## config.mk

```make
export PLATFORM = sky130hd
export DESIGN_NAME = sync_fifo
export DESIGN_NICKNAME = d
export VERILOG_FILES = /design/src/rtl/fifo_pkg.sv /design/src/rtl/sync_fifo_ram.sv /design/src/rtl/sync_fifo.sv
export SDC_FILE = /design/constraint.sdc
export NUM_CORES = 1
export LEC_CHECK = 0
export ABC_AREA = 1
export CAP_MARGIN = 30
export CORE_MARGIN = 1
export CORE_UTILIZATION = 35
export CTS_BUF_LIST = sky130_fd_sc_hd__clkbuf_16
export DETAILED_ROUTE_END_ITERATION = 16
export SLEW_MARGIN = 20
export SYNTH_ARGS = -nofsm -noshare
export SYNTH_HDL_FRONTEND = slang
export SYNTH_SLANG_ARGS = --single-unit
```

## constraint.sdc

```tcl
create_clock -name clk -period 6.34 [get_ports clk]
set_input_delay 1.268 -clock clk [delete_from_list [all_inputs] [get_ports clk]]
set_output_delay 1.268 -clock clk [all_outputs]
set_load 0.05 [all_outputs]
```

## src/rtl/fifo_pkg.sv

```systemverilog
// fifo_pkg: read-mode constants and default threshold helpers for sync_fifo
package fifo_pkg;
  localparam int FIFO_STD  = 0;
  localparam int FIFO_FWFT = 1;
  function automatic int af_default(input int addr);
    return (1 << addr) - 4;
  endfunction
  function automatic int ae_default();
    return 4;
  endfunction
endpackage

```

## src/rtl/sync_fifo_ram.sv

```systemverilog
// sync_fifo_ram: simple dual-port RAM, one write port, one registered read port with enable
module sync_fifo_ram #(
  parameter int DW = 8,
  parameter int AW = 6
) (
  input  logic          clk,
  input  logic          rst,
  input  logic          we,
  input  logic [AW-1:0] waddr,
  input  logic [DW-1:0] wdata,
  input  logic          re,
  input  logic [AW-1:0] raddr,
  output logic [DW-1:0] rdata
);
  logic [DW-1:0] mem [2**AW];
  logic [DW-1:0] rdata_q, rdata_d;
  always_comb rdata_d = re ? mem[raddr] : rdata_q;
  always_ff @(posedge clk) if (we) mem[waddr] <= wdata;
  always_ff @(posedge clk) rdata_q <= rst ? '0 : rdata_d;
  assign rdata = rdata_q;
endmodule

```

## src/rtl/sync_fifo.sv

```systemverilog
// sync_fifo: single-clock FIFO with count, thresholds, sticky errors and optional FWFT output
module sync_fifo import fifo_pkg::*; #(
  parameter int DATA_WIDTH = 8,
  parameter int ADDR       = 6,
  parameter int FWFT       = FIFO_STD,
  parameter int AF_LEVEL   = af_default(ADDR),
  parameter int AE_LEVEL   = ae_default()
) (
  input  logic                  clk,
  input  logic                  rst,
  input  logic                  wr_en,
  input  logic [DATA_WIDTH-1:0] wdata,
  output logic                  full,
  output logic                  almost_full,
  output logic                  overflow,
  input  logic                  rd_en,
  output logic [DATA_WIDTH-1:0] rdata,
  output logic                  rd_valid,
  output logic                  empty,
  output logic                  almost_empty,
  output logic                  underflow,
  output logic [ADDR:0]         count
);
  localparam bit FW = FWFT == FIFO_FWFT;
  localparam logic [ADDR:0] MSB = {1'b1, {ADDR{1'b0}}};
  localparam logic [ADDR:0] AF = AF_LEVEL[ADDR:0];
  localparam logic [ADDR:0] AE = AE_LEVEL[ADDR:0];
  logic [ADDR:0] wr_ptr_q, wr_ptr_d, rd_ptr_q, rd_ptr_d, count_q, count_d;
  logic full_q, full_d, af_q, af_d, empty_q, empty_d, ae_q, ae_d;
  logic ovf_q, ovf_d, unf_q, unf_d, valid_q, valid_d, byp_q, byp_d;
  logic [DATA_WIDTH-1:0] byp_data_q, byp_data_d, ram_rdata;
  logic wr_acc, rd_acc, load, bypass, ram_re;
  logic [ADDR-1:0] ram_raddr;
  always_comb begin
    wr_acc     = wr_en && !full_q;
    rd_acc     = rd_en && !empty_q;
    wr_ptr_d   = wr_ptr_q + (ADDR+1)'(wr_acc);
    rd_ptr_d   = rd_ptr_q + (ADDR+1)'(rd_acc);
    count_d    = wr_ptr_d - rd_ptr_d;
    full_d     = (wr_ptr_d ^ rd_ptr_d) == MSB;
    empty_d    = count_d == '0;
    af_d       = count_d >= AF;
    ae_d       = count_d <= AE;
    ovf_d      = ovf_q || (wr_en && full_q);
    unf_d      = unf_q || (rd_en && empty_q);
    // FWFT refills the head register on a pop, or on a write into an empty FIFO;
    // a head that is being written this very cycle bypasses the RAM
    load       = FW && (rd_acc || (empty_q && wr_acc));
    bypass     = load && wr_acc && rd_ptr_d == wr_ptr_q;
    ram_re     = FW ? load && !bypass : rd_acc;
    ram_raddr  = FW ? rd_ptr_d[ADDR-1:0] : rd_ptr_q[ADDR-1:0];
    byp_d      = load ? bypass : byp_q;
    byp_data_d = bypass ? wdata : byp_data_q;
    valid_d    = FW ? !empty_d : rd_acc;
  end
  always_ff @(posedge clk) begin
    if (rst) begin
      wr_ptr_q   <= '0;
      rd_ptr_q   <= '0;
      count_q    <= '0;
      full_q     <= 1'b0;
      af_q       <= 1'b0;
      empty_q    <= 1'b1;
      ae_q       <= 1'b1;
      ovf_q      <= 1'b0;
      unf_q      <= 1'b0;
      valid_q    <= 1'b0;
      byp_q      <= 1'b0;
      byp_data_q <= '0;
    end else begin
      wr_ptr_q   <= wr_ptr_d;
      rd_ptr_q   <= rd_ptr_d;
      count_q    <= count_d;
      full_q     <= full_d;
      af_q       <= af_d;
      empty_q    <= empty_d;
      ae_q       <= ae_d;
      ovf_q      <= ovf_d;
      unf_q      <= unf_d;
      valid_q    <= valid_d;
      byp_q      <= byp_d;
      byp_data_q <= byp_data_d;
    end
  end
  sync_fifo_ram #(.DW(DATA_WIDTH), .AW(ADDR)) u_ram (
    .clk   (clk),
    .rst   (rst),
    .we    (wr_acc),
    .waddr (wr_ptr_q[ADDR-1:0]),
    .wdata (wdata),
    .re    (ram_re),
    .raddr (ram_raddr),
    .rdata (ram_rdata)
  );
  assign rdata        = byp_q ? byp_data_q : ram_rdata;
  assign rd_valid     = valid_q;
  assign full         = full_q;
  assign almost_full  = af_q;
  assign empty        = empty_q;
  assign almost_empty = ae_q;
  assign overflow     = ovf_q;
  assign underflow    = unf_q;
  assign count        = count_q;
endmodule
```

==> metrics.txt <==
# TYPE chip_impl_metric gauge
chip_impl_metric{name="seq_area",unit="um^2"} 16100
chip_impl_metric{name="num_rows",unit=""} 92
chip_impl_info{name="most_common_cell_after_layout_fill_and_taps_aside",value="edfxtp_1"} 1
chip_impl_info{name="path_class",value="in2reg"} 1
chip_impl_metric{name="fp.coreArea",unit="um^2"} 63000
chip_impl_info{name="cts_root_buf",value="clkbuf_16"} 1
chip_impl_info{name="rr_startpoint",value="rd_ptr_q[0]$_SDFF_PP0_"} 1
chip_impl_info{name="run_status",value="finished, final reports clean"} 1
chip_impl_metric{name="powerDensity",unit="nW/um^2"} 319
chip_impl_metric{name="cts_htree_levels",unit=""} 2
chip_impl_metric{name="cp.arrival",unit="ps"} 4300
chip_impl_metric{name="first_global_vias",unit=""} 14200
chip_impl_metric{name="postCtsSetupRepairBufs",unit=""} 0
chip_impl_metric{name="final_core_util",unit="%"} 39.6
chip_impl_metric{name="clock.fmax",unit="MHz"} 247
chip_impl_metric{name="placement_stage_worst_setup_slack",unit="ps"} 1690
chip_impl_metric{name="minimum_clock_period",unit="ps"} 4050
chip_impl_metric{name="cts_inserted_buffers",unit=""} 54
chip_impl_metric{name="drt_iter0_drc",unit=""} 1424
chip_impl_metric{name="place.port_buffers",unit=""} 33
chip_impl_metric{name="drv.max_cap_violation_count",unit=""} 0
chip_impl_metric{name="clockBufferDepth",unit=""} 3
chip_impl_metric{name="count_of_unique_library_cells_instantiated_by_yosys",unit=""} 30
chip_impl_metric{name="setup_total_negative_slack",unit="ps"} 0
chip_impl_info{name="crit_reg_reg_endpoint",value="u_ram.rdata[0]$_SDFFE_PP0N_"} 1
chip_impl_metric{name="multi_input_area",unit="um^2"} 5380
chip_impl_metric{name="slew_viol_final",unit=""} 0
chip_impl_metric{name="start_util",unit="%"} 35.4
chip_impl_metric{name="num_vias",unit=""} 14500
chip_impl_metric{name="hpwl",unit="um"} 33200
chip_impl_metric{name="overflow",unit=""} 0
chip_impl_metric{name="grt_start_max_net_pins",unit=""} 113
chip_impl_metric{name="totalWireLength",unit="um"} 56900
chip_impl_metric{name="wire_per_inst",unit="um"} 20.6
chip_impl_info{name="layout_common_cells",value="512 x edfxtp_1, 435 x nor2_1, 206 x o21ai_0"} 1
chip_impl_metric{name="die-area",unit="um^2"} 64700
chip_impl_info{name="hold_path_startpoint",value="underflow$_SDFF_PP0_"} 1
chip_impl_metric{name="via_per_inst",unit=""} 5.25
chip_impl_metric{name="required_arrival_time_at_the_worst_endpoint",unit="ps"} 6580
chip_impl_metric{name="final.period_utilization",unit="%"} 63.9
chip_impl_metric{name="postLayoutCellArea",unit="um^2"} 25000
chip_impl_metric{name="cts_num_sinks",unit=""} 548
chip_impl_metric{name="setup_slack",unit="ps"} 2290
chip_impl_metric{name="fill_cells",unit=""} 6024
chip_impl_metric{name="timing.slew.headroom",unit="%"} 35.4
chip_impl_info{name="worst_hold_path_type",value="reg2reg"} 1
chip_impl_metric{name="timing.reg2reg.worst_path_depth",unit=""} 12
chip_impl_metric{name="post-layout-total-power",unit="mW"} 7.97
chip_impl_info{name="grt_setup_unrepaired",value="false"} 1
chip_impl_metric{name="cts_resized",unit=""} 0
chip_impl_metric{name="hold-path-cell-count",unit=""} 2
chip_impl_info{name="cts_tree",value="yes"} 1
chip_impl_metric{name="track_usage",unit="%"} 17.7
chip_impl_metric{name="synth_enable_flop_cells",unit=""} 512
chip_impl_metric{name="postPlaceCellArea",unit="um^2"} 23300
chip_impl_metric{name="nets",unit=""} 1888
chip_impl_metric{name="syn_area_per_cell",unit="um^2"} 12.0
chip_impl_metric{name="boundaryPins",unit=""} 34
chip_impl_info{name="ys.flop_type",value="edfxtp_1"} 1
chip_impl_metric{name="worst_skew_pair.late_latency",unit="ps"} 610
chip_impl_info{name="hold_end",value="underflow$_SDFF_PP0_"} 1
chip_impl_metric{name="p_leak",unit="nW"} 8.29
chip_impl_metric{name="drt-pass1-iter-count",unit=""} 5
chip_impl_metric{name="critical_path_peak_fanout",unit=""} 11
chip_impl_info{name="timing.critical_path.from_type",value="primary input"} 1
chip_impl_metric{name="synth_async_sr_flop_share",unit="%"} 0
chip_impl_metric{name="residual_drc_count",unit=""} 0
chip_impl_metric{name="synth-warning-count",unit=""} 0
chip_impl_metric{name="gpl.final_weighted_congestion",unit=""} 0.919
chip_impl_metric{name="ir_drop",unit="uV"} 264
chip_impl_metric{name="die_w",unit="um"} 254
chip_impl_metric{name="die_y",unit="um"} 254
chip_impl_metric{name="r2r_setup_slack",unit="ps"} 2940
chip_impl_metric{name="wire_length_of_the_first_global_routing_pass",unit="um"} 86100
chip_impl_metric{name="final-hold-violation-count",unit=""} 0
chip_impl_info{name="timing.critical_path.to_type",value="register"} 1
chip_impl_metric{name="antenna_violating_nets_post_route",unit=""} 0
chip_impl_metric{name="hold_buffers",unit=""} 0
chip_impl_metric{name="clkSlewWorstSetupHoldPaths",unit="ps"} 60
chip_impl_metric{name="synth_cells",unit=""} 1862
chip_impl_metric{name="initial_antenna_violation_count",unit=""} 0
chip_impl_metric{name="finClkSkew",unit="ps"} 17.0
chip_impl_metric{name="yosysSeqAreaShare",unit="%"} 72.2
chip_impl_metric{name="areaGrowthSynthToFinish",unit="%"} 12.0
chip_impl_metric{name="mappedNetlistNets",unit=""} 1884
chip_impl_metric{name="setup-violations-final",unit=""} 0
chip_impl_metric{name="postSynthRegisterBits",unit=""} 548
chip_impl_metric{name="num_antenna_cells",unit=""} 0
chip_impl_metric{name="synth.cell_area",unit="um^2"} 22300
chip_impl_metric{name="tightest_slew",unit="ps"} 966
chip_impl_metric{name="post_route_cells_drive_above_1_share",unit="%"} 6.39
==> worst max path at each step <==
| stage | cells past startpoint | end | startpoint | slack (ps) |
|---|---|---|---|---|
| 3_3_place_gp | 5 | u_ram.mem[9][7]$_DFFE_PP_ | wr_en | 1750 |
| 2_1_floorplan | 16 | almost_empty$_SDFF_PP1_ | rd_en | 2780 |
| 3_5_place_dp | 5 | u_ram.mem[41][2]$_DFFE_PP_ | wr_en | 1690 |
| 5_1_grt | 5 | u_ram.mem[41][6]$_DFFE_PP_ | wr_en | 2200 |
| 6_report | 5 | u_ram.mem[3][6]$_DFFE_PP_ | wr_en | 2290 |
| 4_1_cts | 5 | u_ram.mem[41][6]$_DFFE_PP_ | wr_en | 2330 |
==> through the flow <==
step / instances / hold slack (ps)
final: 2754 / 476
after global routing: 2754 / 505
after global placement: 2655 / 450
after detailed placement: 2656 / 466
after floorplan: 1862 / 528
after CTS: 2754 / 481
==> area by class of cell <==
| class | instances | share of cell area, % |
|---|---|---|
| clock buffers | 57 | 5.71 |
| clock inverters | 41 | 1.13 |
| inverters | 48 | 0.742 |
| multi-input cells | 1152 | 21.5 |
| flip-flops and latches | 548 | 64.5 |
| well taps | 846 | 4.24 |
| repair buffers | 62 | 2.12 |
==> state kept, by name (all words and copies together), names as in the netlist <==
name,flops
u_ram.mem,512
u_ram.rdata,8
count,7
rd_ptr_q,7
wr_ptr_q,7
almost_empty,1
almost_full,1
empty,1
full,1
overflow,1
rd_valid,1
underflow,1
==> where the power goes <==
group | switching, mW | internal (mW) | total, mW
clock network | 1.34 | 1.77 | 3.12
logic | 0.597 | 0.221 | 0.818
registers | 0.0450 | 3.99 | 4.03
==> worst max-delay path: stages <==
cell and delay, ps:
clkdlybuf4s50_1 480, inv_1 50, nor2_1 620, nand4_1 950, nor2_1 920
==> cells in the mapped netlist (3+ instances only) <==
library cell	instances	area share, %
dfxtp_1	36	3.2
nor3_1	7	0.16
a21oi_1	26	0.58
or2_2	3	0.084
buf_4	6	0.20
edfxtp_1	512	69
xor2_1	5	0.20
o21ai_0	206	4.6
o21ai_1	54	1.2
buf_2	33	0.74
inv_1	45	0.76
nor2_1	436	7.3
nand2_1	165	2.8
ha_1	9	0.51
nand3_1	108	2.4
inv_2	3	0.051
nand4_1	12	0.34
o22ai_1	49	1.4
buf_6	19	0.96
clkbuf_1	55	0.93
nor4_1	6	0.17
o211ai_1	59	2.0
==> kinds of logic after synthesis <==
group	Yosys count	synth area share, %
DFF	548	72.2
AOI/OAI and AO/OA	396	9.85
and+or+nand+nor	739	13.4
adders and majority gates	10	0.595
buffers and inverters	162	3.71
xor gates and xnor gates	6	0.236
muxes	1	0.0449
==> metal layers <==
layer  part of all wire (%)  GRT usage, %  routed length [um]
met1                     43          24.0               24300
met2                     48          29.1               27200
met3                    6.5          2.43                3690
met4                    2.8          6.45                1610
met5                      0             0                   0
(Power assumes the default switching activity.)
